### src/rtl/alu_muldiv.sv
// alu_muldiv: MIPS execute-stage ALU with an iterative multiply/divide unit.
//
// Single-cycle operations (AND, OR, ADD, SUB, SLT, SLTU, NOR, MFHI, MFLO) are
// purely combinational on Result. MULT/MULTU/DIV/DIVU are launched with start,
// take WIDTH steps, and land in the HI/LO registers with a one-cycle done pulse.
//
// Optional feature macro: ALU_DIV_EN
//   defined   -> DIV/DIVU supported (restoring divider shares the HI/LO datapath)
//   undefined -> divider omitted, divide starts ignored, div_by_zero tied 0
//
// Ports:
//   clk          rising-edge clock
//   reset        synchronous, active-high reset
//   A, B         operands (rs, rt/immediate)
//   ALUControl   operation select
//   start        launch a multi-cycle op (codes 1000-1011)
//   Result       combinational result, Zero flags Result == 0
//   busy         multi-cycle op in progress
//   done         one-cycle pulse after HI/LO were written
//   hi, lo       HI/LO registers
//   div_by_zero  last divide had a zero divisor, held until next accepted start

module alu_muldiv #(
  parameter int WIDTH = 32
) (
  input  logic             clk,
  input  logic             reset,
  input  logic [WIDTH-1:0] A,
  input  logic [WIDTH-1:0] B,
  input  logic [3:0]       ALUControl,
  input  logic             start,
  output logic [WIDTH-1:0] Result,
  output logic             Zero,
  output logic             busy,
  output logic             done,
  output logic [WIDTH-1:0] hi,
  output logic [WIDTH-1:0] lo,
  output logic             div_by_zero
);

  localparam int CW = $clog2(WIDTH);

  typedef enum logic [1:0] {IDLE, RUN, DONE} state_t;

  state_t             state_q;
  logic [CW-1:0]      cnt_q;
  logic [WIDTH-1:0]   accHi_q, accLo_q, opB_q, hi_q, lo_q;
  logic               negA_q, negB_q, busy_q, done_q;
  logic [WIDTH-1:0]   stepHi_d, stepLo_d, finalHi_d, finalLo_d;
  logic               isMul, opSigned, accept;
  logic [WIDTH-1:0]   absA, absB;
  logic [WIDTH:0]     mulSum;
  logic [2*WIDTH-1:0] prod;

`ifdef ALU_DIV_EN
  logic               isDiv, opDiv_q, dbz_q;
  logic [WIDTH:0]     divShift, divDiff;
  logic [WIDTH-1:0]   quo, rem;
`endif

  // Single-cycle result path; MFHI/MFLO read the committed registers, so
  // they return the previous values while an op is still running.
  always_comb begin
    Result = '0;
    case (ALUControl)
      4'b0000: Result = A & B;
      4'b0001: Result = A | B;
      4'b0010: Result = A + B;
      4'b0110: Result = A - B;
      4'b0111: Result = {{(WIDTH-1){1'b0}}, ($signed(A) < $signed(B))};
      4'b0011: Result = {{(WIDTH-1){1'b0}}, (A < B)};
      4'b1100: Result = ~(A | B);
      4'b1101: Result = hi_q;
      4'b1110: Result = lo_q;
      default: Result = '0;
    endcase
  end

  assign Zero = (Result == '0);

  // Even codes of the 100x/101x group are the signed variants.
  assign isMul    = (ALUControl[3:1] == 3'b100);
  assign opSigned = ~ALUControl[0];
  assign absA     = (opSigned && A[WIDTH-1]) ? -A : A;
  assign absB     = (opSigned && B[WIDTH-1]) ? -B : B;

`ifdef ALU_DIV_EN
  assign isDiv  = (ALUControl[3:1] == 3'b101);
  assign accept = start && (isMul || isDiv);
`else
  assign accept = start && isMul;
`endif

  // One iteration of the shared HI/LO datapath plus the sign fix-up applied
  // on the final step. Multiply: accLo holds the shifting multiplier, accHi
  // the partial sum. Divide: accLo shifts the dividend out and quotient bits
  // in, accHi holds the running remainder.
  always_comb begin
    mulSum    = {1'b0, accHi_q} + {1'b0, (accLo_q[0] ? opB_q : {WIDTH{1'b0}})};
    stepHi_d  = mulSum[WIDTH:1];
    stepLo_d  = {mulSum[0], accLo_q[WIDTH-1:1]};
    prod      = {stepHi_d, stepLo_d};
    if (negA_q ^ negB_q) prod = -prod;
    finalHi_d = prod[2*WIDTH-1:WIDTH];
    finalLo_d = prod[WIDTH-1:0];
`ifdef ALU_DIV_EN
    divShift = {accHi_q, accLo_q[WIDTH-1]};
    divDiff  = divShift - {1'b0, opB_q};
    quo      = '0;
    rem      = '0;
    if (opDiv_q) begin
      // Top bit of the difference is the borrow: set means restore.
      if (!divDiff[WIDTH]) begin
        stepHi_d = divDiff[WIDTH-1:0];
        stepLo_d = {accLo_q[WIDTH-2:0], 1'b1};
      end else begin
        stepHi_d = divShift[WIDTH-1:0];
        stepLo_d = {accLo_q[WIDTH-2:0], 1'b0};
      end
      quo = (negA_q ^ negB_q) ? -stepLo_d : stepLo_d;
      rem = negA_q ? -stepHi_d : stepHi_d;
      // A zero divisor naturally leaves |A| as remainder, which the sign
      // fix-up turns back into A; only the quotient needs forcing.
      finalHi_d = rem;
      finalLo_d = (opB_q == '0) ? '1 : quo;
    end
`endif
  end

  // Control FSM with registered busy/done and the HI/LO commit.
  always_ff @(posedge clk) begin
    if (reset) begin
      state_q <= IDLE;
      cnt_q   <= '0;
      accHi_q <= '0;
      accLo_q <= '0;
      opB_q   <= '0;
      negA_q  <= 1'b0;
      negB_q  <= 1'b0;
      busy_q  <= 1'b0;
      done_q  <= 1'b0;
      hi_q    <= '0;
      lo_q    <= '0;
`ifdef ALU_DIV_EN
      opDiv_q <= 1'b0;
      dbz_q   <= 1'b0;
`endif
    end else begin
      case (state_q)
        IDLE: begin
          done_q <= 1'b0;
          if (accept) begin
            state_q <= RUN;
            busy_q  <= 1'b1;
            cnt_q   <= '0;
            accHi_q <= '0;
            negA_q  <= opSigned && A[WIDTH-1];
            negB_q  <= opSigned && B[WIDTH-1];
            if (isMul) begin
              accLo_q <= absB;
              opB_q   <= absA;
            end else begin
              accLo_q <= absA;
              opB_q   <= absB;
            end
`ifdef ALU_DIV_EN
            opDiv_q <= ~isMul;
            dbz_q   <= 1'b0;
`endif
          end
        end
        RUN: begin
          accHi_q <= stepHi_d;
          accLo_q <= stepLo_d;
          cnt_q   <= cnt_q + CW'(1);
          if (cnt_q == CW'(WIDTH-1)) begin
            state_q <= DONE;
            busy_q  <= 1'b0;
            done_q  <= 1'b1;
            hi_q    <= finalHi_d;
            lo_q    <= finalLo_d;
`ifdef ALU_DIV_EN
            dbz_q   <= opDiv_q && (opB_q == '0);
`endif
          end
        end
        DONE: begin
          done_q  <= 1'b0;
          state_q <= IDLE;
        end
        default: state_q <= IDLE;
      endcase
    end
  end

  assign busy = busy_q;
  assign done = done_q;
  assign hi   = hi_q;
  assign lo   = lo_q;
`ifdef ALU_DIV_EN
  assign div_by_zero = dbz_q;
`else
  assign div_by_zero = 1'b0;
`endif

endmodule

### config.mk
export PLATFORM = sky130hd
export DESIGN_NAME = alu_muldiv
export DESIGN_NICKNAME = d
export VERILOG_FILES = /design/src/rtl/alu_muldiv.sv
export SDC_FILE = /design/constraint.sdc
export NUM_CORES = 1
export LEC_CHECK = 0
export BUFFER_PORTS_ARGS = -buffer_cell sky130_fd_sc_hd__clkbuf_2
export CORE_AREA = 2 2 166 168
export DETAILED_ROUTE_END_ITERATION = 6
export DIE_AREA = 0 0 168 170
export GPL_ROUTABILITY_DRIVEN = 0
export PLACE_DENSITY = 0.82
export SYNTH_ARGS = -nofsm -noshare
export SYNTH_HDL_FRONTEND = slang
export SYNTH_SLANG_ARGS = --single-unit
### constraint.sdc
create_clock -name clk -period 7.75 [get_ports clk]
set_input_delay 1.55 -clock clk [delete_from_list [all_inputs] [get_ports clk]]
set_output_delay 1.55 -clock clk [all_outputs]
set_load 0.01 [all_outputs]
==> flow_summary.html, run 1 <==
<table>
<tr><th>Metric</th><th>Value</th></tr>
<tr><th colspan="2">Status</th></tr>
<tr><td>Result of the run</td><td>finished with violations</td></tr>
<tr><td>Failing checks</td><td>DRC</td></tr>
<tr><th colspan="2">Die</th></tr>
<tr><td>Starting density of the core</td><td>0.608</td></tr>
<tr><td>Standard-cell row count</td><td>60</td></tr>
<tr><td>Width of the die</td><td>168 um</td></tr>
<tr><td>DIE HEIGHT</td><td>between 150 and 200 um</td></tr>
<tr><td>Io pins</td><td>between 150 and 200</td></tr>
<tr><td>Area of the core</td><td>26700 um2</td></tr>
<tr><td>Die Outline Area</td><td>around 29000 um2</td></tr>
<tr><th colspan="2">Synthesis</th></tr>
<tr><td>Synthesized netlist cell count</td><td>between 2000 and 2500</td></tr>
<tr><td>Fraction of registers with async set/reset</td><td>0</td></tr>
<tr><td>Share of synthesized area occupied by flip-flops and latches</td><td>0.211</td></tr>
<tr><td>Yosys reg bits</td><td>about 170</td></tr>
<tr><td>Number of synthesis warnings</td><td>0</td></tr>
<tr><td>Leading register cell type out of synthesis</td><td>sky130_fd_sc_hd__dfxtp_1</td></tr>
<tr><td>Post-Syn Area</td><td>16200 um2</td></tr>
<tr><td>Distinct cell type count of the synthesized netlist</td><td>97</td></tr>
<tr><td>Average footprint of a synthesized cell</td><td>approximately 7.3 um2</td></tr>
<tr><td>Net count after synthesis</td><td>roughly 2400</td></tr>
<tr><td>Number of enable flip-flop cells after synthesis</td><td>0</td></tr>
<tr><th colspan="2">Layout</th></tr>
<tr><td>Ratio of cells with drive above 1 in the final layout</td><td>0.126</td></tr>
<tr><td>Layout net count</td><td>2495</td></tr>
<tr><td>Synthesis-to-layout area growth</td><td>9.32%</td></tr>
<tr><td>Number of filler cells placed in the layout</td><td>2281</td></tr>
<tr><td># diodes</td><td>0</td></tr>
<tr><th colspan="2">Placement</th></tr>
<tr><td>Port Buffer Count</td><td>169</td></tr>
<tr><td>DP Wirelength</td><td>around 44 mm</td></tr>
<tr><th colspan="2">Global route</th></tr>
<tr><td>Fraction of met2 tracks used by global routing</td><td>0.595</td></tr>
<tr><td>Antenna violations before repair</td><td>0</td></tr>
<tr><td>Vias in the first global route</td><td>roughly 16000</td></tr>
<tr><td>Wire length of the first global-routing pass</td><td>roughly 89 mm</td></tr>
<tr><td>Pin count of the biggest net entering global routing</td><td>96</td></tr>
<tr><td>Met3 usage</td><td>0.0705</td></tr>
<tr><td>Busiest metal layer after global routing</td><td>met2</td></tr>
<tr><td>Total Routing Usage GR</td><td>0.394</td></tr>
<tr><td>GR Overflow Total</td><td>0</td></tr>
<tr><td>Fraction of met1 tracks used by global routing</td><td>0.499</td></tr>
<tr><th colspan="2">Timing</th></tr>
<tr><td>Final max-slew violation count</td><td>0</td></tr>
<tr><td>Max-slew headroom</td><td>0.235</td></tr>
<tr><td>Final setup vio count</td><td>0</td></tr>
<tr><td>Hold violation count in the final report</td><td>0</td></tr>
<tr><td>Slew at the pin closest to its max-slew limit</td><td>between 1 and 1.5 ns</td></tr>
<tr><td>Share of the clock period used by the worst path after layout</td><td>0.983</td></tr>
<tr><td>Unrepaired setup endpoints after global routing</td><td>false</td></tr>
<tr><td>Min Tclk post-route</td><td>~7.6 ns</td></tr>
<tr><td>Setup Skew</td><td>between 0.01 and 0.015 ns</td></tr>
<tr><td>Total negative slack for setup checks</td><td>0 ns</td></tr>
<tr><td>Max Clock Freq</td><td>between 100 and 150 MHz</td></tr>
<tr><th colspan="2">Clock tree</th></tr>
<tr><td>CTS sink cnt</td><td>171</td></tr>
<tr><td>H-tree lvl count</td><td>4</td></tr>
<tr><td>Post-cts resize count</td><td>0</td></tr>
<tr><td>CTS Hold Bufs</td><td>0</td></tr>
<tr><td>TritonCTS clock tree</td><td>yes</td></tr>
<tr><td>Root buf cell</td><td>sky130_fd_sc_hd__clkbuf_16</td></tr>
<tr><td>Number of setup buffers added after CTS</td><td>0</td></tr>
<tr><td>Cts bufs inserted</td><td>17</td></tr>
<tr><td>Clock-pin slew of the registers on the worst-case setup and hold paths</td><td>0.07 ns</td></tr>
<tr><td>Clk_lat worst skew</td><td>around 0.44 ns</td></tr>
<tr><td>Buffers from clock root to sink, at most</td><td>2</td></tr>
<tr><th colspan="2">Routing</th></tr>
<tr><td>Length of the first detailed-routing pass in iterations</td><td>7</td></tr>
<tr><td>Total via count in the routed design</td><td>roughly 18000</td></tr>
<tr><td>DRC violations left</td><td>5</td></tr>
<tr><td>Average wire length per cell after detail routing</td><td>about 22 um</td></tr>
<tr><td>Number of nets still failing antenna checks after routing</td><td>0</td></tr>
<tr><td>Initial detailed-routing violation count</td><td>2446</td></tr>
<tr><td>Final WL</td><td>between 50 and 60 mm</td></tr>
<tr><td>Via/cell ratio</td><td>6.86</td></tr>
<tr><th colspan="2">Flow run</th></tr>
<tr><td>Number of max-capacitance violations reported</td><td>0</td></tr>
<tr><th colspan="2">Worst setup path</th></tr>
<tr><td>Worst-case reg-to-reg path depth</td><td>17</td></tr>
<tr><td>Category of the worst setup path launch point</td><td>input port</td></tr>
<tr><td>Largest fanout on the critical path</td><td>10</td></tr>
<tr><td>Data arrival at the endpoint of the critical path</td><td>approximately 6 ns</td></tr>
<tr><td>Required time at the endpoint of the critical path</td><td>between 6 and 7 ns</td></tr>
<tr><td>Kind of capture point of the worst setup path</td><td>primary output</td></tr>
<tr><td>Worst setup path class</td><td>input port to primary output</td></tr>
<tr><td>Setup slack of the worst register-to-register path</td><td>roughly 2.3 ns</td></tr>
<tr><th colspan="2">Min path</th></tr>
<tr><td>Hold/Removal Path Class</td><td>register to register</td></tr>
<tr><td>Number of instances on the worst hold path</td><td>2</td></tr>
<tr><th colspan="2">Power and ir drop</th></tr>
<tr><td>Overall power</td><td>between 2000 and 2500 uW</td></tr>
<tr><td>Maximum vdd drop</td><td>between 0.1 and 0.15 mV</td></tr>
<tr><td>P per Cell Area</td><td>139 nW/um2</td></tr>
<tr><td>Leakage</td><td>slightly above 0.007 uW</td></tr>
</table>
metal layers:
metal	wire, um	part of all wire
met1	22000	0.38
met2	24700	0.42
met3	6750	0.12
met4	5110	0.087
met5	0	0
cell usage after synthesis (18+ instances only):
library cell,count,share of area
sky130_fd_sc_hd__nor2_1,234,0.054
sky130_fd_sc_hd__a21oi_1,206,0.064
sky130_fd_sc_hd__nand2_1,199,0.046
sky130_fd_sc_hd__dfxtp_1,171,0.21
sky130_fd_sc_hd__ha_1,136,0.11
sky130_fd_sc_hd__clkbuf_1,117,0.027
sky130_fd_sc_hd__inv_1,115,0.027
sky130_fd_sc_hd__xnor2_1,112,0.061
sky130_fd_sc_hd__o21ai_0,98,0.030
sky130_fd_sc_hd__a211oi_1,88,0.041
sky130_fd_sc_hd__nand3_1,66,0.020
sky130_fd_sc_hd__nor3_1,48,0.015
sky130_fd_sc_hd__a22oi_1,43,0.020
sky130_fd_sc_hd__and2_1,41,0.016
sky130_fd_sc_hd__a31oi_1,38,0.015
sky130_fd_sc_hd__xor2_1,30,0.016
sky130_fd_sc_hd__nand4_1,25,0.0097
sky130_fd_sc_hd__nor4_1,25,0.0097
sky130_fd_sc_hd__a21o_1,24,0.011
sky130_fd_sc_hd__o31ai_1,24,0.011
sky130_fd_sc_hd__nand2b_1,21,0.0081
sky130_fd_sc_hd__or3_1,19,0.0073
sky130_fd_sc_hd__a221oi_1,18,0.0097
cells in the final DEF, fill, tap and decap left out, drive strengths merged, types with 90 or more instances in the layout:
cell type,synthesis,final
nor2,236,236
ha,136,136
a211oi,90,90
inv,117,120
a21oi,210,210
clkbuf,117,187
dfxtp,171,171
o21ai,102,102
nand2,199,199
xnor2,112,112
power by group:
part           leakage, uW  switching (uW)  total [uW]  internal, uW
Sequential         0.00138            12.8         902           889
Clock             0.000294             378         872           494
Combinational      0.00538             458         684           226
Total              0.00705             849        2460          1610
logic make-up (layout without fill, tap and decap cells):
| logic type | after synthesis | after routing | synth area share |
|---|---|---|---|
| multiplexers | 9 | 9 | 0.00603 |
| buffers and inverters | 262 | 348 | 0.0662 |
| AO/OA/AOI/OAI | 715 | 715 | 0.297 |
| XOR/XNOR | 142 | 142 | 0.0768 |
| flip-flops | 171 | 171 | 0.211 |
| AND/OR/NAND/NOR | 773 | 773 | 0.234 |
| adder cells (fa/ha/maj) | 139 | 139 | 0.109 |
| other | 1 | 1 | 0.000232 |
flip-flops by register name, summed over array words and instances, names as in the netlist, 2 cells and up:
signal / cells
accHi_q: 32
accLo_q: 32
cnt_q: 5
hi: 32
lo: 32
opB_q: 32
state_q: 2
worst paths after layout:
kind                                 start       end
worst max-delay path                  A[8]      Zero
worst min-delay path              opB_q[0]  opB_q[0]
worst max register to register  accLo_q[0]    hi[26]
worst min register to register    opB_q[0]  opB_q[0]
layout make-up:
cell class	count	area (um2)	share of cell area
sequential	171	3420	0.193
multi-input combinational	1779	11700	0.664
clock buffer	19	453	0.0256
timing repair buffer	198	1070	0.0602
inverter	118	444	0.0251
tap	341	427	0.0241
clock inverter	13	140	0.00792
critical path: stages:
cell and delay (ns):
sky130_fd_sc_hd__clkbuf_2 0.15, sky130_fd_sc_hd__inv_1 0.09, sky130_fd_sc_hd__ha_1 0.54, sky130_fd_sc_hd__inv_2 0.15, sky130_fd_sc_hd__o31ai_1 0.65, sky130_fd_sc_hd__a221oi_1 0.22
sky130_fd_sc_hd__o211ai_1 0.30, sky130_fd_sc_hd__a21boi_0 0.26, sky130_fd_sc_hd__o21ai_0 0.25, sky130_fd_sc_hd__mux2i_1 0.11, sky130_fd_sc_hd__a211oi_1 0.21, sky130_fd_sc_hd__nand4_1 0.18
sky130_fd_sc_hd__nor4_1 0.30, sky130_fd_sc_hd__nand4b_1 0.20, sky130_fd_sc_hd__or4_1 0.57, sky130_fd_sc_hd__nor4_2 0.16, sky130_fd_sc_hd__clkbuf_2 0.17
stage by stage:
step / instances / hold WS [ns] / util / area (um2) / setup slack (ns)
detailed placement: 2607 / 0.446 / 0.641 / 17100 / 0.249
global route: 2639 / 0.477 / 0.664 / 17700 / 0.0227
floorplan: 2212 / 0.432 / - / 16200 / 0.915
CTS: 2639 / 0.455 / 0.664 / 17700 / 0.225
finish: 2639 / 0.451 / 0.664 / 17700 / 0.134
global placement: 2607 / 0.440 / 0.641 / 17100 / 0.475
Power figures use the tool's default switching activity.
==> run 2, diff against run 1 <==
- HOLD_SLACK_MARGIN: unset -> 0.08
- MAX_ROUTING_LAYER: unset -> met4
==> flow_summary.html, run 2 (same netlist as run 1, synthesis figures left out) <==
<table>
<tr><th>Metric</th><th>Value</th></tr>
<tr><th colspan="2">Routing</th></tr>
<tr><td>Average wire length per cell after detail routing</td><td>22.2 um (about the same)</td></tr>
<tr><td>Number of nets still failing antenna checks after routing</td><td>0 (unchanged)</td></tr>
<tr><td>Length of the first detailed-routing pass in iterations</td><td>7 (unchanged)</td></tr>
<tr><td>Final WL</td><td>58.5 mm (about the same)</td></tr>
<tr><td>Initial detailed-routing violation count</td><td>2501 (was 2446)</td></tr>
<tr><td>DRC violations left</td><td>14 (was 5)</td></tr>
<tr><td>Total via count in the routed design</td><td>18200 (was 18100)</td></tr>
<tr><td>Via/cell ratio</td><td>6.88 (was 6.86)</td></tr>
<tr><th colspan="2">Worst setup path</th></tr>
<tr><td>Kind of capture point of the worst setup path</td><td>primary output (unchanged)</td></tr>
<tr><td>Required time at the endpoint of the critical path</td><td>6.20 ns (about the same)</td></tr>
<tr><td>Largest fanout on the critical path</td><td>4 (was 10)</td></tr>
<tr><td>End of the worst register-to-register path</td><td>hi[26] (unchanged)</td></tr>
<tr><td>Termination of the worst setup path</td><td>Zero (unchanged)</td></tr>
<tr><td>Launch point of the worst path</td><td>A[0] (was A[8])</td></tr>
<tr><td>Launching point of the worst reg2reg path</td><td>accLo_q[0] (unchanged)</td></tr>
<tr><td>Setup slack of the worst register-to-register path</td><td>2.30 ns (was 2.32 ns)</td></tr>
<tr><td>Category of the worst setup path launch point</td><td>input port (unchanged)</td></tr>
<tr><td>Worst-case reg-to-reg path depth</td><td>17 (unchanged)</td></tr>
<tr><td>Data arrival at the endpoint of the critical path</td><td>6.08 ns (was 6.07 ns)</td></tr>
<tr><td>Worst setup path class</td><td>input port to primary output (unchanged)</td></tr>
<tr><th colspan="2">Power and ir drop</th></tr>
<tr><td>P per Cell Area</td><td>139 nW/um2 (about the same)</td></tr>
<tr><td>Power share of the sequential group</td><td>0.367 (about the same)</td></tr>
<tr><td>Power share of the combinational group</td><td>0.279 (was 0.278)</td></tr>
<tr><td>NetSw</td><td>850 uW (was 849 uW)</td></tr>
<tr><td>Leakage</td><td>0.00705 uW (unchanged)</td></tr>
<tr><td>Maximum vdd drop</td><td>0.120 mV (was 0.119 mV)</td></tr>
<tr><td>Share of total power consumed by net switching</td><td>0.346 (was 0.345)</td></tr>
<tr><td>Share of power burned in the clock network</td><td>0.354 (was 0.355)</td></tr>
<tr><td>Internal power of the cells</td><td>1610 uW (about the same)</td></tr>
<tr><th colspan="2">Min path</th></tr>
<tr><td>Hold/Removal Path Class</td><td>register to register (unchanged)</td></tr>
<tr><th colspan="2">Die</th></tr>
<tr><td>Io pins</td><td>171 (unchanged)</td></tr>
<tr><td>Starting density of the core</td><td>0.608 (unchanged)</td></tr>
<tr><td>DIE HEIGHT</td><td>170 um (unchanged)</td></tr>
<tr><td>Area of the core</td><td>26700 um2 (unchanged)</td></tr>
<tr><td>Standard-cell row count</td><td>60 (unchanged)</td></tr>
<tr><td>Width of the die</td><td>168 um (unchanged)</td></tr>
<tr><td>Die Outline Area</td><td>28600 um2 (unchanged)</td></tr>
<tr><th colspan="2">Layout</th></tr>
<tr><td>Number of standard cells in the layout, taps in and fillers out</td><td>2639 (unchanged)</td></tr>
<tr><td>Number of filler cells placed in the layout</td><td>2281 (unchanged)</td></tr>
<tr><td>Leading cell types in the layout, fill and taps excluded</td><td>sky130_fd_sc_hd__nor2_1, sky130_fd_sc_hd__a21oi_1, sky130_fd_sc_hd__nand2_1 (unchanged)</td></tr>
<tr><td>Ratio of cells with drive above 1 in the final layout</td><td>0.126 (unchanged)</td></tr>
<tr><td># diodes</td><td>0 (unchanged)</td></tr>
<tr><td>Most frequent standard cell in the layout excluding fill and tap cells</td><td>sky130_fd_sc_hd__nor2_1 (unchanged)</td></tr>
<tr><td>Synthesis-to-layout area growth</td><td>9.32% (unchanged)</td></tr>
<tr><td>Layout net count</td><td>2495 (unchanged)</td></tr>
<tr><th colspan="2">Timing</th></tr>
<tr><td>Max-slew headroom</td><td>0.233 (was 0.235)</td></tr>
<tr><td>Share of the clock period used by the worst path after layout</td><td>0.984 (was 0.983)</td></tr>
<tr><td>Setup Skew</td><td>0.00656 ns (was 0.0104 ns)</td></tr>
<tr><td>Total negative slack for setup checks</td><td>0 ns (unchanged)</td></tr>
<tr><td>Slew at the pin closest to its max-slew limit</td><td>1.14 ns (about the same)</td></tr>
<tr><td>Unrepaired setup endpoints after global routing</td><td>false (unchanged)</td></tr>
<tr><td>Final max-slew violation count</td><td>0 (unchanged)</td></tr>
<tr><td>Worst slack on hold paths</td><td>0.451 ns (about the same)</td></tr>
<tr><td>Max Clock Freq</td><td>131 MHz (about the same)</td></tr>
<tr><td>Final setup vio count</td><td>0 (unchanged)</td></tr>
<tr><td>Min Tclk post-route</td><td>7.63 ns (was 7.62 ns)</td></tr>
<tr><td>Hold violation count in the final report</td><td>0 (unchanged)</td></tr>
<tr><th colspan="2">Global route</th></tr>
<tr><td>Wire length of the first global-routing pass</td><td>89.0 mm (was 89.1 mm)</td></tr>
<tr><td>Vias in the first global route</td><td>16400 (about the same)</td></tr>
<tr><td>Antenna violations before repair</td><td>0 (unchanged)</td></tr>
<tr><td>GR Overflow Total</td><td>0 (unchanged)</td></tr>
<tr><td>Total Routing Usage GR</td><td>0.406 (was 0.394)</td></tr>
<tr><td>Pin count of the biggest net entering global routing</td><td>96 (unchanged)</td></tr>
<tr><th colspan="2">Clock tree</th></tr>
<tr><td>CTS Hold Bufs</td><td>0 (unchanged)</td></tr>
<tr><td>H-tree lvl count</td><td>4 (unchanged)</td></tr>
<tr><td>Cts bufs inserted</td><td>17 (unchanged)</td></tr>
<tr><td>CTS sink cnt</td><td>171 (unchanged)</td></tr>
<tr><td>Root buf cell</td><td>sky130_fd_sc_hd__clkbuf_16 (unchanged)</td></tr>
<tr><td>Clk_lat worst skew</td><td>0.44 ns (about the same)</td></tr>
<tr><td>Buffers from clock root to sink, at most</td><td>2 (unchanged)</td></tr>
<tr><td>Clock-pin slew of the registers on the worst-case setup and hold paths</td><td>0.06 ns (was 0.07 ns)</td></tr>
<tr><td>TritonCTS clock tree</td><td>yes (unchanged)</td></tr>
<tr><th colspan="2">Status</th></tr>
<tr><td>Result of the run</td><td>finished with violations (unchanged)</td></tr>
<tr><td>Failing checks</td><td>DRC (unchanged)</td></tr>
<tr><th colspan="2">Placement</th></tr>
<tr><td>Placed Cells</td><td>2607 (unchanged)</td></tr>
<tr><td>DP Wirelength</td><td>43.6 mm (unchanged)</td></tr>
<tr><td>Port Buffer Count</td><td>169 (unchanged)</td></tr>
<tr><th colspan="2">Flow run</th></tr>
<tr><td>Number of max-capacitance violations reported</td><td>0 (unchanged)</td></tr>
</table>
## run 2: cell counts in the layout (fill, tap and decap cells not counted)
Identical to the previous run, type by type.
## run 2: power by group through the flow
stage          sequential [uW]  clock, uW  combinational (uW)
2_1_floorplan              916          0                 445
3_3_place_gp               921          0                 635
3_5_place_dp               921          0                 647
4_1_cts                    902        871                 652
5_1_grt                    903        911                 725
6_report                   902        872                 685
## run 2: critical path, cell delays in order
cell	delay, ns
sky130_fd_sc_hd__clkbuf_2	0.12
sky130_fd_sc_hd__inv_1	0.13
sky130_fd_sc_hd__ha_1	0.22
sky130_fd_sc_hd__inv_1	0.07
sky130_fd_sc_hd__fa_1	0.42
sky130_fd_sc_hd__nand2b_1	0.10
sky130_fd_sc_hd__a21oi_1	0.08
sky130_fd_sc_hd__o21ba_1	0.22
sky130_fd_sc_hd__o2111ai_2	0.26
sky130_fd_sc_hd__nand2_1	0.18
sky130_fd_sc_hd__a221o_1	0.38
sky130_fd_sc_hd__a21bo_1	0.19
sky130_fd_sc_hd__nor4_1	0.33
sky130_fd_sc_hd__or4b_1	0.56
sky130_fd_sc_hd__nor4_2	0.17
sky130_fd_sc_hd__nand4b_1	0.19
sky130_fd_sc_hd__or4_1	0.56
sky130_fd_sc_hd__nor4_2	0.16
sky130_fd_sc_hd__clkbuf_2	0.17
## run 2: through the flow
| step | power [uW] | utilization | setup slack, ns | area, um2 |
|---|---|---|---|---|
| 6_report | 2460 | 0.664 | 0.123 | 17700 |
| 5_1_grt | 2540 | 0.664 | 0.0227 | 17700 |
| 4_1_cts | 2420 | 0.664 | 0.225 | 17700 |
| 3_5_place_dp | 1570 | 0.641 | 0.249 | 17100 |
| 3_3_place_gp | 1560 | 0.641 | 0.475 | 17100 |
| 2_1_floorplan | 1360 | - | 0.915 | 16200 |
## run 2: what timing repair did
item                       4_1_cts  5_1_grt
gates resized for setup          0        2
buffers inserted                 0        0
setup endpoints to repair        0        1
## run 2: cell type report
class | instances | area, um2 | area share
Multi-Input combinational cell | 1779 | 11700 | 0.664
Sequential cell | 171 | 3420 | 0.193
Timing Repair Buffer | 198 | 1070 | 0.0602
Clock buffer | 19 | 453 | 0.0256
Inverter | 118 | 444 | 0.0251
Tap cell | 341 | 427 | 0.0241
Clock inverter | 13 | 140 | 0.00792
## run 2: how the worst min path moves through the flow
stage | cells past startpoint | start | slack (ns) | end
6_report | 2 | opB_q[0] | 0.45 | opB_q[0]
3_3_place_gp | 2 | opB_q[0] | 0.44 | opB_q[0]
3_5_place_dp | 2 | opB_q[0] | 0.45 | opB_q[0]
5_1_grt | 2 | opB_q[0] | 0.48 | opB_q[0]
2_1_floorplan | 2 | opB_q[0] | 0.43 | opB_q[0]
4_1_cts | 2 | opB_q[0] | 0.46 | opB_q[0]
## run 2: layer usage
layer / global-route usage / routed length, um / vias to the layer above
li1: - / - / 8183
met1: 0.501 / 22300 / 8322
met2: 0.597 / 24800 / 1332
met3: 0.0616 / 6380 / 327
met4: 0.309 / 5090 / 0
met5: - / 0 / -
